File: src/rtl/multicycle_ctrl.sv
// ---------------------------------------------------------------------------
// multicycle_ctrl
//
// Control unit for a multicycle RV32I-style datapath. It steps through
// FETCH -> DECODE -> EXEC -> (MEM) -> WB with an optional TRAP state, raises
// the memory handshakes, and issues the per-state datapath strobes.
// Instruction decode is purely combinational from the instruction register.
// Both memory handshakes have a bounded wait; when the bound runs out the
// controller raises a bus-error trap.
//
// Parameters
//   TIMEOUT  maximum wait cycles on a memory handshake before trapping
//   CNT_W    width of the handshake wait counter
//
// Ports
//   clk, rst          clock, synchronous active-high reset
//   instr             instruction register contents
//   imem_ready        fetch completes this cycle
//   dmem_ready        data access completes this cycle
//   imem_req/dmem_req memory requests
//   ir_we, pc_we      instruction register / PC load strobes
//   aluop             ALU operation (ADD 0 .. PASS-B 10)
//   rf_en             register-file write strobe
//   sel_a, sel_b      ALU operand selects (PC / immediate when 1)
//   sel_wb            write-back source: ALU, memory, PC+4, CSR
//   rd_en, wr_en      data-memory read / write strobes
//   mem_mode          access size (B, H, W, BU, HU, none = 7)
//   br_type           branch funct3, 3'b010 (never taken) otherwise
//   jump              unconditional PC redirect
//   csr_rd, csr_wr    CSR read / write strobe
//   is_mret           return from trap
//   trap, trap_cause  trap strobe and latched cause
//   state             current FSM state for debug
// ---------------------------------------------------------------------------
module multicycle_ctrl #(
    parameter int TIMEOUT = 16,
    parameter int CNT_W   = $clog2(TIMEOUT + 1)
) (
    input  logic        clk,
    input  logic        rst,
    input  logic [31:0] instr,
    input  logic        imem_ready,
    input  logic        dmem_ready,
    output logic        imem_req,
    output logic        dmem_req,
    output logic        ir_we,
    output logic        pc_we,
    output logic [3:0]  aluop,
    output logic        rf_en,
    output logic        sel_a,
    output logic        sel_b,
    output logic [1:0]  sel_wb,
    output logic        rd_en,
    output logic        wr_en,
    output logic [2:0]  mem_mode,
    output logic [2:0]  br_type,
    output logic        jump,
    output logic        csr_rd,
    output logic        csr_wr,
    output logic        is_mret,
    output logic        trap,
    output logic [1:0]  trap_cause,
    output logic [2:0]  state
);

    // ------------------------------------------------------------------
    // Encodings
    // ------------------------------------------------------------------
    typedef enum logic [2:0] {
        ST_FETCH  = 3'd0,
        ST_DECODE = 3'd1,
        ST_EXEC   = 3'd2,
        ST_MEM    = 3'd3,
        ST_WB     = 3'd4,
        ST_TRAP   = 3'd5
    } state_t;

    localparam logic [6:0] OP_R      = 7'b0110011;
    localparam logic [6:0] OP_IMM    = 7'b0010011;
    localparam logic [6:0] OP_LOAD   = 7'b0000011;
    localparam logic [6:0] OP_JALR   = 7'b1100111;
    localparam logic [6:0] OP_STORE  = 7'b0100011;
    localparam logic [6:0] OP_BRANCH = 7'b1100011;
    localparam logic [6:0] OP_LUI    = 7'b0110111;
    localparam logic [6:0] OP_AUIPC  = 7'b0010111;
    localparam logic [6:0] OP_JAL    = 7'b1101111;
    localparam logic [6:0] OP_SYSTEM = 7'b1110011;

    localparam logic [31:0] INSTR_MRET = 32'h30200073;

    localparam logic [3:0] ALU_ADD   = 4'd0;
    localparam logic [3:0] ALU_SUB   = 4'd1;
    localparam logic [3:0] ALU_SLL   = 4'd2;
    localparam logic [3:0] ALU_SLT   = 4'd3;
    localparam logic [3:0] ALU_SLTU  = 4'd4;
    localparam logic [3:0] ALU_XOR   = 4'd5;
    localparam logic [3:0] ALU_SRL   = 4'd6;
    localparam logic [3:0] ALU_SRA   = 4'd7;
    localparam logic [3:0] ALU_OR    = 4'd8;
    localparam logic [3:0] ALU_AND   = 4'd9;
    localparam logic [3:0] ALU_PASSB = 4'd10;

    localparam logic [1:0] WB_ALU = 2'd0;
    localparam logic [1:0] WB_MEM = 2'd1;
    localparam logic [1:0] WB_PC4 = 2'd2;
    localparam logic [1:0] WB_CSR = 2'd3;

    localparam logic [2:0] MM_B    = 3'd0;
    localparam logic [2:0] MM_H    = 3'd1;
    localparam logic [2:0] MM_W    = 3'd2;
    localparam logic [2:0] MM_BU   = 3'd3;
    localparam logic [2:0] MM_HU   = 3'd4;
    localparam logic [2:0] MM_NONE = 3'd7;

    localparam logic [2:0] BR_NEVER = 3'b010;

    localparam logic [1:0] CAUSE_ILLEGAL = 2'd0;
    localparam logic [1:0] CAUSE_IFETCH  = 2'd1;
    localparam logic [1:0] CAUSE_DMEM    = 2'd2;

    // Counter value seen during the last permitted wait cycle. A low ready
    // in that cycle means TIMEOUT cycles have gone by without completion.
    localparam logic [CNT_W-1:0] TERM_CNT = CNT_W'(TIMEOUT - 1);
    localparam logic [CNT_W-1:0] CNT_ONE  = CNT_W'(1'b1);

    // ALU operation from funct3; alt selects SUB/SRA where funct7[5] applies
    function automatic logic [3:0] alu_sel(input logic [2:0] f3, input logic alt);
        logic [3:0] op;
        case (f3)
            3'b000:  op = alt ? ALU_SUB : ALU_ADD;
            3'b001:  op = ALU_SLL;
            3'b010:  op = ALU_SLT;
            3'b011:  op = ALU_SLTU;
            3'b100:  op = ALU_XOR;
            3'b101:  op = alt ? ALU_SRA : ALU_SRL;
            3'b110:  op = ALU_OR;
            3'b111:  op = ALU_AND;
            default: op = ALU_ADD;
        endcase
        return op;
    endfunction

    // ------------------------------------------------------------------
    // Registers and internal signals
    // ------------------------------------------------------------------
    state_t           state_r;
    logic [CNT_W-1:0] wait_cnt_r;
    logic [1:0]       trap_cause_r;

    logic [6:0] opcode_s;
    logic [2:0] funct3_s;
    logic [6:0] funct7_s;

    logic [3:0] dec_aluop_s;
    logic       dec_sel_a_s;
    logic       dec_sel_b_s;
    logic [1:0] dec_sel_wb_s;
    logic [2:0] dec_mem_mode_s;
    logic [2:0] dec_br_type_s;
    logic       dec_jump_s;
    logic       dec_csr_rd_s;
    logic       dec_illegal_s;
    logic       dec_load_s;
    logic       dec_store_s;
    logic       dec_rf_s;
    logic       dec_mret_s;
    logic       dec_csrrw_s;

    logic dec_active_s;
    logic fetch_timeout_s;
    logic dmem_timeout_s;

    logic imem_req_s;
    logic dmem_req_s;
    logic ir_we_s;
    logic pc_we_s;
    logic rf_en_s;
    logic rd_en_s;
    logic wr_en_s;
    logic csr_wr_s;
    logic is_mret_s;
    logic trap_s;

    assign opcode_s = instr[6:0];
    assign funct3_s = instr[14:12];
    assign funct7_s = instr[31:25];

    assign fetch_timeout_s = (~imem_ready) & (wait_cnt_r == TERM_CNT);
    assign dmem_timeout_s  = (~dmem_ready) & (wait_cnt_r == TERM_CNT);

    // Instruction decode: datapath controls plus class flags for the FSM
    always_comb begin
        dec_aluop_s    = ALU_ADD;
        dec_sel_a_s    = 1'b0;
        dec_sel_b_s    = 1'b0;
        dec_sel_wb_s   = WB_ALU;
        dec_mem_mode_s = MM_NONE;
        dec_br_type_s  = BR_NEVER;
        dec_jump_s     = 1'b0;
        dec_csr_rd_s   = 1'b0;
        dec_illegal_s  = 1'b0;
        dec_load_s     = 1'b0;
        dec_store_s    = 1'b0;
        dec_rf_s       = 1'b0;
        dec_mret_s     = 1'b0;
        dec_csrrw_s    = 1'b0;
        case (opcode_s)
            OP_R: begin
                if ((funct7_s == 7'b0000000) || (funct7_s == 7'b0100000)) begin
                    dec_aluop_s = alu_sel(funct3_s, funct7_s[5]);
                    dec_rf_s    = 1'b1;
                end else begin
                    dec_illegal_s = 1'b1;
                end
            end
            OP_IMM: begin
                // Only the shift-right immediate carries an alternate form
                dec_aluop_s = alu_sel(funct3_s,
                                      (funct3_s == 3'b101) && (funct7_s == 7'b0100000));
                dec_sel_b_s = 1'b1;
                dec_rf_s    = 1'b1;
            end
            OP_LOAD: begin
                dec_sel_b_s  = 1'b1;
                dec_sel_wb_s = WB_MEM;
                dec_load_s   = 1'b1;
                dec_rf_s     = 1'b1;
                case (funct3_s)
                    3'b000:  dec_mem_mode_s = MM_B;
                    3'b001:  dec_mem_mode_s = MM_H;
                    3'b010:  dec_mem_mode_s = MM_W;
                    3'b100:  dec_mem_mode_s = MM_BU;
                    3'b101:  dec_mem_mode_s = MM_HU;
                    default: begin
                        dec_illegal_s = 1'b1;
                        dec_load_s    = 1'b0;
                        dec_rf_s      = 1'b0;
                    end
                endcase
            end
            OP_STORE: begin
                dec_sel_b_s = 1'b1;
                dec_store_s = 1'b1;
                case (funct3_s)
                    3'b000:  dec_mem_mode_s = MM_B;
                    3'b001:  dec_mem_mode_s = MM_H;
                    3'b010:  dec_mem_mode_s = MM_W;
                    default: begin
                        dec_illegal_s = 1'b1;
                        dec_store_s   = 1'b0;
                    end
                endcase
            end
            OP_BRANCH: begin
                // ALU forms the target PC+imm; the comparison is elsewhere
                dec_sel_a_s = 1'b1;
                dec_sel_b_s = 1'b1;
                if ((funct3_s == 3'b010) || (funct3_s == 3'b011)) begin
                    dec_illegal_s = 1'b1;
                end else begin
                    dec_br_type_s = funct3_s;
                end
            end
            OP_JALR: begin
                dec_sel_b_s  = 1'b1;
                dec_jump_s   = 1'b1;
                dec_sel_wb_s = WB_PC4;
                dec_rf_s     = 1'b1;
            end
            OP_JAL: begin
                dec_sel_a_s  = 1'b1;
                dec_sel_b_s  = 1'b1;
                dec_jump_s   = 1'b1;
                dec_sel_wb_s = WB_PC4;
                dec_rf_s     = 1'b1;
            end
            OP_LUI: begin
                dec_aluop_s = ALU_PASSB;
                dec_sel_b_s = 1'b1;
                dec_rf_s    = 1'b1;
            end
            OP_AUIPC: begin
                dec_sel_a_s = 1'b1;
                dec_sel_b_s = 1'b1;
                dec_rf_s    = 1'b1;
            end
            OP_SYSTEM: begin
                case (funct3_s)
                    3'b000: begin
                        // MRET is the only privileged form supported
                        if (instr == INSTR_MRET) begin
                            dec_mret_s = 1'b1;
                        end else begin
                            dec_illegal_s = 1'b1;
                        end
                    end
                    3'b001: begin
                        dec_sel_wb_s = WB_CSR;
                        dec_csr_rd_s = 1'b1;
                        dec_csrrw_s  = 1'b1;
                        dec_rf_s     = 1'b1;
                    end
                    default: dec_illegal_s = 1'b1;
                endcase
            end
            default: dec_illegal_s = 1'b1;
        endcase
    end

    // State register, handshake wait counter and latched trap cause
    always_ff @(posedge clk) begin
        if (rst) begin
            state_r      <= ST_FETCH;
            wait_cnt_r   <= '0;
            trap_cause_r <= CAUSE_ILLEGAL;
        end else begin
            case (state_r)
                ST_FETCH: begin
                    // A ready in the terminal cycle is checked first, so it wins
                    if (imem_ready) begin
                        state_r <= ST_DECODE;
                    end else if (fetch_timeout_s) begin
                        state_r      <= ST_TRAP;
                        trap_cause_r <= CAUSE_IFETCH;
                        wait_cnt_r   <= wait_cnt_r + CNT_ONE;
                    end else begin
                        wait_cnt_r <= wait_cnt_r + CNT_ONE;
                    end
                end
                ST_DECODE: begin
                    if (dec_illegal_s) begin
                        state_r      <= ST_TRAP;
                        trap_cause_r <= CAUSE_ILLEGAL;
                    end else begin
                        state_r <= ST_EXEC;
                    end
                end
                ST_EXEC: begin
                    if (dec_load_s || dec_store_s) begin
                        state_r    <= ST_MEM;
                        wait_cnt_r <= '0;
                    end else begin
                        state_r <= ST_WB;
                    end
                end
                ST_MEM: begin
                    if (dmem_ready) begin
                        if (dec_store_s) begin
                            state_r    <= ST_FETCH;
                            wait_cnt_r <= '0;
                        end else begin
                            state_r <= ST_WB;
                        end
                    end else if (dmem_timeout_s) begin
                        state_r      <= ST_TRAP;
                        trap_cause_r <= CAUSE_DMEM;
                        wait_cnt_r   <= wait_cnt_r + CNT_ONE;
                    end else begin
                        wait_cnt_r <= wait_cnt_r + CNT_ONE;
                    end
                end
                ST_WB: begin
                    state_r    <= ST_FETCH;
                    wait_cnt_r <= '0;
                end
                ST_TRAP: begin
                    state_r    <= ST_FETCH;
                    wait_cnt_r <= '0;
                end
                default: begin
                    state_r    <= ST_FETCH;
                    wait_cnt_r <= '0;
                end
            endcase
        end
    end

    // Per-state strobes and requests before reset gating
    always_comb begin
        imem_req_s = 1'b0;
        dmem_req_s = 1'b0;
        ir_we_s    = 1'b0;
        pc_we_s    = 1'b0;
        rf_en_s    = 1'b0;
        rd_en_s    = 1'b0;
        wr_en_s    = 1'b0;
        csr_wr_s   = 1'b0;
        is_mret_s  = 1'b0;
        trap_s     = 1'b0;
        case (state_r)
            ST_FETCH: begin
                imem_req_s = 1'b1;
                ir_we_s    = imem_ready;
            end
            ST_MEM: begin
                dmem_req_s = 1'b1;
                rd_en_s    = dec_load_s;
                wr_en_s    = dec_store_s;
                // Stores retire here, so the PC advances on completion
                pc_we_s    = dec_store_s & dmem_ready;
            end
            ST_WB: begin
                pc_we_s   = 1'b1;
                rf_en_s   = dec_rf_s;
                is_mret_s = dec_mret_s;
                csr_wr_s  = dec_csrrw_s;
            end
            ST_TRAP: begin
                trap_s  = 1'b1;
                pc_we_s = 1'b1;
            end
            default: begin
                imem_req_s = 1'b0;
            end
        endcase
    end

    // Reset kills every side effect in the same cycle, including a pending
    // memory access, so nothing is written while the controller restarts.
    assign imem_req = imem_req_s & ~rst;
    assign dmem_req = dmem_req_s & ~rst;
    assign ir_we    = ir_we_s    & ~rst;
    assign pc_we    = pc_we_s    & ~rst;
    assign rf_en    = rf_en_s    & ~rst;
    assign rd_en    = rd_en_s    & ~rst;
    assign wr_en    = wr_en_s    & ~rst;
    assign csr_wr   = csr_wr_s   & ~rst;
    assign is_mret  = is_mret_s  & ~rst;
    assign trap     = trap_s     & ~rst;

    // Decode controls are only meaningful once an instruction is latched
    assign dec_active_s = (state_r == ST_DECODE) || (state_r == ST_EXEC) ||
                          (state_r == ST_MEM)    || (state_r == ST_WB);

    assign aluop    = dec_active_s ? dec_aluop_s    : ALU_ADD;
    assign sel_a    = dec_active_s ? dec_sel_a_s    : 1'b0;
    assign sel_b    = dec_active_s ? dec_sel_b_s    : 1'b0;
    assign sel_wb   = dec_active_s ? dec_sel_wb_s   : WB_ALU;
    assign mem_mode = dec_active_s ? dec_mem_mode_s : MM_NONE;
    assign br_type  = dec_active_s ? dec_br_type_s  : BR_NEVER;
    assign jump     = dec_active_s ? dec_jump_s     : 1'b0;
    assign csr_rd   = dec_active_s ? dec_csr_rd_s   : 1'b0;

    assign trap_cause = trap_cause_r;
    assign state      = state_r;

endmodule

File: config.mk
export PLATFORM = sky130hd
export DESIGN_NAME = multicycle_ctrl
export DESIGN_NICKNAME = d
export VERILOG_FILES = /design/src/rtl/multicycle_ctrl.sv
export SDC_FILE = /design/constraint.sdc
export NUM_CORES = 1
export LEC_CHECK = 0
export CORE_AREA = 2 2 67 69
export CTS_BUF_LIST = sky130_fd_sc_hd__clkbuf_4
export CTS_CLUSTER_SIZE = 40
export DETAILED_ROUTE_END_ITERATION = 8
export DIE_AREA = 0 0 69 71
export PLACE_DENSITY = 0.62
export SLEW_MARGIN = 20
export SYNTH_ARGS = -nofsm -noshare
export SYNTH_HDL_FRONTEND = slang
export SYNTH_SLANG_ARGS = --single-unit
File: constraint.sdc
create_clock -name clk -period 7.1 [get_ports clk]
set_clock_uncertainty 0.15 [all_clocks]
set_input_delay 1.42 -clock clk [delete_from_list [all_inputs] [get_ports clk]]
set_output_delay 1.42 -clock clk [all_outputs]
set_load 0.03 [all_outputs]
==> results of run 1 <==
[registers in the layout (all words and copies together), names as in the netlist]
name,flops
wait_cnt_r,5
trap_cause,2
state,3
[worst max-delay path by stage]
stage                     startpoint        to  slack, ps  cells after the start
after global placement      instr[2]     pc_we       1500                      7
after global routing        instr[2]     pc_we       1220                      7
after CTS                   instr[2]     pc_we       1440                      7
final                       instr[2]     pc_we       1440                      7
after floorplan            instr[25]  aluop[0]       1750                      4
after detailed placement    instr[2]     pc_we       1450                      7
[cells by family (layout without fill, tap and decap cells)]
group | count (synthesis) | after routing
AO/OA/AOI/OAI | 50 | 50
XOR/XNOR | 1 | 1
adder cells (fa/ha/maj) | 2 | 2
buffers and inverters | 18 | 77
flip-flops | 10 | 10
multiplexers | 4 | 4
AND/OR/NAND/NOR | 105 | 105
[worst max-delay path, delay by kind of cell]
kind,cells,cell delay (ps)
simple gates,4,1300
buf+inv,2,1230
compound gates,1,150
[power breakdown]
part	internal, mW	total [mW]	switching, mW
clock network	0.0204	0.0422	0.0218
logic	0.0595	0.137	0.0771
registers	0.0612	0.0723	0.0111
total	0.141	0.251	0.110
[cell type report]
| class | instances | share of cell area (%) |
|---|---|---|
| clock inverter | 1 | 0.1873 |
| multi-input combinational | 162 | 51.19 |
| timing repair buffer | 66 | 32.96 |
| inverter | 7 | 1.311 |
| clock buffer | 3 | 1.124 |
| tap | 52 | 3.246 |
| sequential | 10 | 9.988 |
[metrics by stage]
step	setup slack, ps	total power [mW]	area [sq um]
global placement	1501	0.2093	1978
detailed placement	1448	0.2095	1978
CTS	1439	0.2520	2004
finish	1436	0.2511	2004
global route	1219	0.2716	2004
floorplan	1746	0.1578	1294
[synth_stat cells, drive strengths merged (2+ instances only)]
master and n:
and2 3, nand3b 4, or3 4, mux2i 3
ha 2, nand3 6, nor3 6, a311oi 3
a21oi 14, nor2 19, nand2 24, nand2b 8
dfxtp 10, nand4 4, o211ai 2, a41oi 3
a211oi 4, clkbuf 11, and3 6, inv 6
a2111oi 2, nor2b 4, o21ai 11, nor4 7
or4 3, o21a 3
[layer usage]
| layer | share of wire, % | up-vias | GRT usage (%) |
|---|---|---|---|
| met5 | 0 | - | 0 |
| met4 | 0.32 | 0 | 1.961 |
| met3 | 5.7 | 2 | 3.704 |
| met2 | 47 | 54 | 27.56 |
| met1 | 47 | 720 | 23.66 |
| li1 | - | 836 | - |
==> flow_metrics.env, run 1 <==
export IMPL_max_cap_viol_count=0
export IMPL_syn_to_final_growth_pct=54.93
export IMPL_worst_setup_path_end_kind="output pin"
export IMPL_finalWirelength_mm=4.112
export IMPL_flop2flop_setup_slack_ps=5070
export IMPL_htree_levels=1
export IMPL_postSynthNetCount=228
export IMPL_post_synth_xor_area_fraction_pct=0.6770
export IMPL_final_period_minus_worst_setup_slack_ps=5664
export IMPL_main_combinational_cell_family_by_area_after_synthesis="simple AND/OR/NAND/NOR gates"
export IMPL_sequential_cell_area_sq_um=200.2
export IMPL_post_synth_inst_count=190
export IMPL_crit_path_max_fanout=8
export IMPL_ys_top_cells_by_area="sky130_fd_sc_hd__dfxtp_1, sky130_fd_sc_hd__nand2_1, sky130_fd_sc_hd__nor2_1, sky130_fd_sc_hd__a21oi_1, sky130_fd_sc_hd__nand2b_1"
export IMPL_synth_largest_area_cell="sky130_fd_sc_hd__dfxtp_1"
export IMPL_max_clock_buf_depth=2
export IMPL_layout_commonest_cell="sky130_fd_sc_hd__clkdlybuf4s50_1"
export IMPL_total_number_of_vias=1612
export IMPL_number_of_global_route_vias_before_repair=1501
export IMPL_synthDominantCellAreaShare_pct=15.47
export IMPL_synth_simple_gate_area_share_pct=45.07
export IMPL_clockRootBuffer="sky130_fd_sc_hd__clkbuf_4"
export IMPL_core_util_final_pct=47.68
export IMPL_power_density_nw_per_um2=125.3
export IMPL_drv_slew=0
export IMPL_n_fill_cell=430
export IMPL_startpoint_types="input pin"
export IMPL_cts_repair_resize_count=0
export IMPL_core_rowCount=24
export IMPL_floorplan_initialDensity_pct=30.77
export IMPL_fp_coreArea_sq_um=4204
export IMPL_die_w_um=69
export IMPL_synth_edff_count=0
export IMPL_first_pass_iters=4
export IMPL_final_net_count=288
export IMPL_min_path_cells=1
export IMPL_min_period_over_period_pct=79.77
export IMPL_antenna_violating_nets_post_route=0
export IMPL_die_y_um=71
export IMPL_layout_cells_most_common_list="sky130_fd_sc_hd__clkdlybuf4s50_1, sky130_fd_sc_hd__nand2_1, sky130_fd_sc_hd__nor2_1, sky130_fd_sc_hd__a21oi_1, sky130_fd_sc_hd__dfxtp_1"
export IMPL_dpl_hpwl_mm=3.334
export IMPL_cts_tree="yes"
export IMPL_synth_async_sr_flop_share_pct=0
export IMPL_drt_iter0_drc=74
export IMPL_grt_usage_pct=16.90
export IMPL_hold_viol_final=0
export IMPL_clkTransAtPathRegs_ps=70
export IMPL_cp_arrival_ps=4090
export IMPL_hold_path_endpoint="wait_cnt_r[3]"
export IMPL_cp_cell_sequence="clkdlybuf4s50_1 -> nand4bb_1 -> nor3_1 -> nand2_1 -> or3_1 -> a21oi_1 -> clkdlybuf4s50_1"
export IMPL_place_gp_congestion=0.8389
export IMPL_skew_pair_late_insertion_delay_ps=270
export IMPL_multi_input_comb_area_sq_um=1026
export IMPL_criticalPathCategory="input pin to output pin"
export IMPL_layout_cells_non_filler=301
export IMPL_required_time_at_the_worst_slack_endpoint_ps=5530
export IMPL_reg2reg_from="wait_cnt_r[1]"
export IMPL_worst_hold_path_type="flip-flop to flip-flop"
export IMPL_crit_path_frequent_cell="sky130_fd_sc_hd__clkdlybuf4s50_1"
export IMPL_place_detailed_instances=297
export IMPL_timing_critical_path_slowest_stage_cell="sky130_fd_sc_hd__clkdlybuf4s50_1"
export IMPL_reg2reg_depth=7
export IMPL_synth_compound_area_share_pct=28.43
export IMPL_synth_warning_count=0
export IMPL_maxClockFrequency_mhz=176.6
export IMPL_rsz0062_at_grt="no"
export IMPL_antenna_violations_before_repair=0
export IMPL_drt_drc_violations_left=0
export IMPL_grt_pass1_wl_mm=7.072
export IMPL_synth_flop_cell="sky130_fd_sc_hd__dfxtp_1"
export IMPL_buffer_ports_inserted=66
export IMPL_whs_ps=336.2
export IMPL_cts_sinks=10
export IMPL_holdBufCountCts=0
export IMPL_maxSlewHeadroom_pct=52.18
export IMPL_run_status="completed"
export IMPL_cts_repair_timing_setup_buffer_count=0
export IMPL_hold_start="wait_cnt_r[3]"
export IMPL_leakage_nw=0.6551
export IMPL_avgViaCountPerCell=5.355
export IMPL_worst_ir_drop_vdd_mv=0.04842
export IMPL_ys_ff_latch=10
export IMPL_synth_fa_ha_area_share_pct=1.934
export IMPL_synth_avg_cell_area_sq_um=6.809
export IMPL_post_route_cells_drive_above_1_share_pct=5.221
export IMPL_grt_start_max_net_pins=19
export IMPL_regToRegEndpoint="trap_cause[1]"
export IMPL_netlist_cell_type_count=52
export IMPL_antennaDiodeCount=0
export IMPL_die_area_sq_um=4899
export IMPL_synth_mux_area_share_pct=3.191
export IMPL_worst_pin_slew_ps=712.2
export IMPL_avgRoutedWirePerCell_um=13.66
export IMPL_top_level_ports=67
export IMPL_ys_seq_area_share_pct=15.47
export IMPL_synth_cell_area_sq_um=1294
export IMPL_max_stage_delay_ps=700
export IMPL_report_final_setup_viol=0
export IMPL_tritoncts_num_buffers=3
export IMPL_gr_total_overflow=0
export IMPL_setup_tns_ps=0
No activity file was read; power rests on OpenSTA's default activity.
==> run 2, diff against run 1 <==
--- a/config.mk
+++ b/config.mk
@@ -10,7 +10,7 @@
 export CTS_CLUSTER_SIZE = 40
 export DETAILED_ROUTE_END_ITERATION = 8
 export DIE_AREA = 0 0 69 71
-export PLACE_DENSITY = 0.62
+export PLACE_DENSITY = 0.65
 export SLEW_MARGIN = 20
 export SYNTH_ARGS = -nofsm -noshare
 export SYNTH_HDL_FRONTEND = slang
==> constraint.sdc (replaced) <==
create_clock -name clk -period 5.1 [get_ports clk]
set_clock_uncertainty 0.15 [all_clocks]
set_input_delay 1.02 -clock clk [delete_from_list [all_inputs] [get_ports clk]]
set_output_delay 1.02 -clock clk [all_outputs]
set_load 0.03 [all_outputs]
==> flow_metrics.env, run 2 (same netlist as run 1, synthesis figures left out) <==
export IMPL_cp_startpoint="instr[25]"
export IMPL_antenna_violating_nets_post_route=0
export IMPL_final_net_count=292
export IMPL_gr_total_overflow=0
export IMPL_cts_tree="yes"
export IMPL_post_route_cells_drive_above_1_share_pct=6.719
export IMPL_die_y_um=71
export IMPL_antennaDiodeCount=0
export IMPL_finalWirelength_mm=4.203
export IMPL_cts_repair_timing_setup_buffer_count=0
export IMPL_layout_commonest_cell="sky130_fd_sc_hd__clkdlybuf4s50_1"
export IMPL_grt_pass1_wl_mm=6.989
export IMPL_crit_path_max_fanout=4
export IMPL_clkTransAtPathRegs_ps=60
export IMPL_largest_register_ff_count=5
export IMPL_grt_start_max_net_pins=16
export IMPL_layout_cells_most_common_list="sky130_fd_sc_hd__clkdlybuf4s50_1, sky130_fd_sc_hd__nand2_1, sky130_fd_sc_hd__nor2_1, sky130_fd_sc_hd__a21oi_1, sky130_fd_sc_hd__dfxtp_1"
export IMPL_max_cap_viol_count=0
export IMPL_cts_repair_resize_count=0
export IMPL_rsz0062_at_grt="no"
export IMPL_worst_setup_margin_ps=424.3
export IMPL_startpoint_types="input pin"
export IMPL_floorplan_initialDensity_pct=30.77
export IMPL_worst_setup_path_end_kind="output pin"
export IMPL_worst_pin_slew_ps=733.2
export IMPL_leakage_nw=0.6750
export IMPL_core_rowCount=24
export IMPL_reg2reg_from="state[1]"
export IMPL_clockRootBuffer="sky130_fd_sc_hd__clkbuf_4"
export IMPL_htree_levels=1
export IMPL_buffer_ports_inserted=66
export IMPL_skew_pair_late_insertion_delay_ps=270
export IMPL_grt_usage_pct=16.76
export IMPL_hold_start="wait_cnt_r[3]"
export IMPL_cp_arrival_ps=3510
export IMPL_avgViaCountPerCell=5.387
export IMPL_maxSlewHeadroom_pct=50.77
export IMPL_setup_tns_ps=0
export IMPL_reg2reg_depth=4
export IMPL_first_pass_iters=4
export IMPL_worst_setup_path_endpoint="aluop[0]"
export IMPL_drt_drc_violations_left=0
export IMPL_layout_cells_non_filler=305
export IMPL_number_of_global_route_vias_before_repair=1539
export IMPL_place_detailed_instances=301
export IMPL_total_power_mw=0.3497
export IMPL_top_level_ports=67
export IMPL_total_number_of_vias=1643
export IMPL_required_time_at_the_worst_slack_endpoint_ps=3930
export IMPL_place_gp_congestion=0.8317
export IMPL_dpl_hpwl_mm=3.412
export IMPL_regToRegEndpoint="state[2]"
export IMPL_tritoncts_num_buffers=3
export IMPL_worst_hold_path_type="flip-flop to flip-flop"
export IMPL_maxClockFrequency_mhz=213.9
export IMPL_antenna_violations_before_repair=0
export IMPL_placement_setup_worst_slack_ps=424.9
export IMPL_hold_viol_final=0
export IMPL_die_area_sq_um=4899
export IMPL_report_final_setup_viol=0
export IMPL_max_clock_buf_depth=2
export IMPL_min_period_over_period_pct=91.68
export IMPL_syn_to_final_growth_pct=57.25
export IMPL_worst_ir_drop_vdd_mv=0.08139
export IMPL_final_period_minus_worst_setup_slack_ps=4676
export IMPL_drv_slew=0
export IMPL_cts_sinks=10
export IMPL_die_w_um=69
export IMPL_avgRoutedWirePerCell_um=13.78
export IMPL_power_density_nw_per_um2=171.9
export IMPL_holdBufCountCts=0
export IMPL_run_status="completed"
export IMPL_flop2flop_setup_slack_ps=3040
export IMPL_top_register="wait_cnt_r"
export IMPL_drt_iter0_drc=63
export IMPL_criticalPathCategory="input pin to output pin"
export IMPL_fp_coreArea_sq_um=4204
-- run 2: layer usage --
layer / routed length (um) / vias to the layer above / GRT usage [%]
met4: 0 / 0 / 2.179
li1: - / 845 / -
met3: 245 / 0 / 3.561
met2: 1992 / 44 / 29.06
met1: 1964 / 754 / 22.04
met5: 0 / - / 0
-- run 2: metrics by stage --
stage,hold WS [ps],utilization [%],area [sq um]
2_1_floorplan,292.6,-,1294
3_3_place_gp,316.4,47.77,2008
3_5_place_dp,322.3,47.77,2008
4_1_cts,331.3,48.39,2034
5_1_grt,365.9,48.39,2034
6_report,334.1,48.39,2034
-- run 2: cell type report --
| cell class | instances | area, sq um |
|---|---|---|
| clock buffers | 3 | 22.52 |
| fillers | 439 | 2170 |
| well taps | 52 | 65.06 |
| clock inverters | 1 | 3.754 |
| repair buffers | 70 | 690.7 |
| multi-input cells | 162 | 1026 |
| flip-flops and latches | 10 | 200.2 |
| inverters | 7 | 26.28 |
-- run 2: how the worst min path moves through the flow --
stage	slack, ps	endpoint	cells past startpoint
5_1_grt	370	wait_cnt_r[4]	2
3_3_place_gp	320	wait_cnt_r[3]	1
2_1_floorplan	290	wait_cnt_r[3]	1
6_report	330	wait_cnt_r[3]	1
4_1_cts	330	wait_cnt_r[3]	1
3_5_place_dp	320	wait_cnt_r[3]	1
-- run 2: critical path: stages --
cell	delay, ps
sky130_fd_sc_hd__clkdlybuf4s50_1	420
sky130_fd_sc_hd__or4_4	540
sky130_fd_sc_hd__nor3_1	240
sky130_fd_sc_hd__o211ai_1	200
sky130_fd_sc_hd__a2111oi_0	330
sky130_fd_sc_hd__clkdlybuf4s50_1	760
-- run 2: where the power goes --
| group | total, mW | switching (mW) | internal, mW |
|---|---|---|---|
| sequential | 0.102 | 0.0165 | 0.0853 |
| clock | 0.0564 | 0.0281 | 0.0283 |
| combinational | 0.192 | 0.107 | 0.0844 |
==> run 3, diff against run 2 <==
--- a/config.mk
+++ b/config.mk
@@ -5,11 +5,11 @@
 export SDC_FILE = /design/constraint.sdc
 export NUM_CORES = 1
 export LEC_CHECK = 0
-export CORE_AREA = 2 2 67 69
+export CORE_AREA = 4 4 69 71
 export CTS_BUF_LIST = sky130_fd_sc_hd__clkbuf_4
 export CTS_CLUSTER_SIZE = 40
 export DETAILED_ROUTE_END_ITERATION = 8
-export DIE_AREA = 0 0 69 71
+export DIE_AREA = 0 0 73 75
 export PLACE_DENSITY = 0.65
 export SLEW_MARGIN = 20
 export SYNTH_ARGS = -nofsm -noshare
==> flow_metrics.env, run 3 (same netlist as run 1, synthesis figures left out) <==
export IMPL_cts_repair_timing_setup_buffer_count=0
export IMPL_clockRootBuffer="sky130_fd_sc_hd__clkbuf_4"
export IMPL_stdcell_area_sq_um=2034
export IMPL_cts_repair_resize_count=0
export IMPL_fp_coreArea_sq_um=4234
export IMPL_crit_path_max_fanout=8
export IMPL_layout_cells_non_filler=305
export IMPL_top_register="wait_cnt_r"
export IMPL_core_util_final_pct=48.05
export IMPL_worst_hold_path_type="flip-flop to flip-flop"
export IMPL_worst_setup_margin_ps=429.7
export IMPL_final_period_minus_worst_setup_slack_ps=4670
export IMPL_maxClockFrequency_mhz=214.1
export IMPL_criticalPathCategory="input pin to output pin"
export IMPL_die_area_sq_um=5475
export IMPL_syn_to_final_growth_pct=57.25
export IMPL_skew_pair_late_insertion_delay_ps=270
export IMPL_layout_commonest_cell="sky130_fd_sc_hd__clkdlybuf4s50_1"
export IMPL_avgViaCountPerCell=5.459
export IMPL_rsz0062_at_grt="no"
export IMPL_largest_register_ff_count=5
export IMPL_gr_total_overflow=0
export IMPL_die_w_um=73
export IMPL_die_y_um=75
export IMPL_max_clock_buf_depth=2
export IMPL_power_density_nw_per_um2=172.6
export IMPL_drv_slew=0
export IMPL_dpl_hpwl_mm=3.655
export IMPL_worst_pin_slew_ps=741.5
export IMPL_finalWirelength_mm=4.427
export IMPL_floorplan_initialDensity_pct=30.56
export IMPL_drt_drc_violations_left=0
export IMPL_core_rowCount=24
export IMPL_run_status="completed"
export IMPL_min_period_over_period_pct=91.57
export IMPL_number_of_global_route_vias_before_repair=1571
export IMPL_cp_arrival_ps=3500
export IMPL_htree_levels=1
export IMPL_startpoint_types="input pin"
export IMPL_top_level_ports=67
export IMPL_place_gp_congestion=0.8345
export IMPL_placedInstanceArea_sq_um=2008
export IMPL_antennaDiodeCount=0
export IMPL_cts_sinks=10
export IMPL_holdBufCountCts=0
export IMPL_total_number_of_vias=1665
export IMPL_placement_setup_worst_slack_ps=428.1
export IMPL_final_net_count=292
export IMPL_antenna_violations_before_repair=0
export IMPL_first_pass_iters=4
export IMPL_layout_cells_most_common_list="sky130_fd_sc_hd__clkdlybuf4s50_1, sky130_fd_sc_hd__nand2_1, sky130_fd_sc_hd__nor2_1, sky130_fd_sc_hd__a21oi_1, sky130_fd_sc_hd__dfxtp_1"
export IMPL_report_final_setup_viol=0
export IMPL_leakage_nw=0.6750
export IMPL_required_time_at_the_worst_slack_endpoint_ps=3930
export IMPL_hold_viol_final=0
export IMPL_tritoncts_num_buffers=3
export IMPL_avgRoutedWirePerCell_um=14.51
export IMPL_antenna_violating_nets_post_route=0
export IMPL_max_cap_viol_count=0
export IMPL_grt_pass1_wl_mm=7.245
export IMPL_grt_usage_pct=16.21
export IMPL_place_detailed_instances=301
export IMPL_grt_start_max_net_pins=16
export IMPL_worst_ir_drop_vdd_mv=0.05149
export IMPL_cts_tree="yes"
export IMPL_clkTransAtPathRegs_ps=70
export IMPL_drt_iter0_drc=93
export IMPL_post_route_cells_drive_above_1_share_pct=6.719
export IMPL_maxSlewHeadroom_pct=50.21
export IMPL_setup_tns_ps=0
export IMPL_worst_setup_path_end_kind="output pin"
export IMPL_buffer_ports_inserted=66
run 3: layout make-up:
class	count	area, sq um
clock inverters	1	3.754
multi-input cells	162	1026
well taps	52	65.06
clock buffers	3	22.52
repair buffers	70	690.7
inverters	7	26.28
flip-flops and latches	10	200.2
fillers	436	2200
run 3: path summary, 6_finish.rpt:
kind | to | depth (start not counted) | startpoint | slack [ps]
setup reg to reg | trap_cause[1] | 7 | wait_cnt_r[0] | 3020
setup / recovery | pc_we | 7 | instr[2] | 430
hold reg to reg | wait_cnt_r[4] | 2 | wait_cnt_r[4] | 330
hold / removal | wait_cnt_r[4] | 2 | wait_cnt_r[4] | 330
run 3: routing by layer:
layer / share of wire, % / track usage [%]
met1: 44 / 20.82
met4: 0.27 / 2.254
met3: 6.4 / 4.139
met2: 49 / 28.00
met5: 0 / 0
run 3: worst max-delay path: stages:
cell,delay [ps]
sky130_fd_sc_hd__clkdlybuf4s50_1,530
sky130_fd_sc_hd__nand4bb_1,380
sky130_fd_sc_hd__nor3_1,270
sky130_fd_sc_hd__nand2_1,110
sky130_fd_sc_hd__or3_1,350
sky130_fd_sc_hd__a21oi_1,160
sky130_fd_sc_hd__clkdlybuf4s50_1,680
run 3: report_power, final:
part | switching (mW) | internal [mW]
combinational | 0.108 | 0.0844
sequential | 0.0162 | 0.0853
clock | 0.0288 | 0.0283
total | 0.153 | 0.198
run 3: per-stage QoR:
stage / power, mW / hold WS (ps)
5_1_grt: 0.3811 / 385.6
3_3_place_gp: 0.2941 / 314.4
4_1_cts: 0.3537 / 338.9
2_1_floorplan: 0.2197 / 292.6
6_report: 0.3511 / 331.8
3_5_place_dp: 0.2951 / 325.5
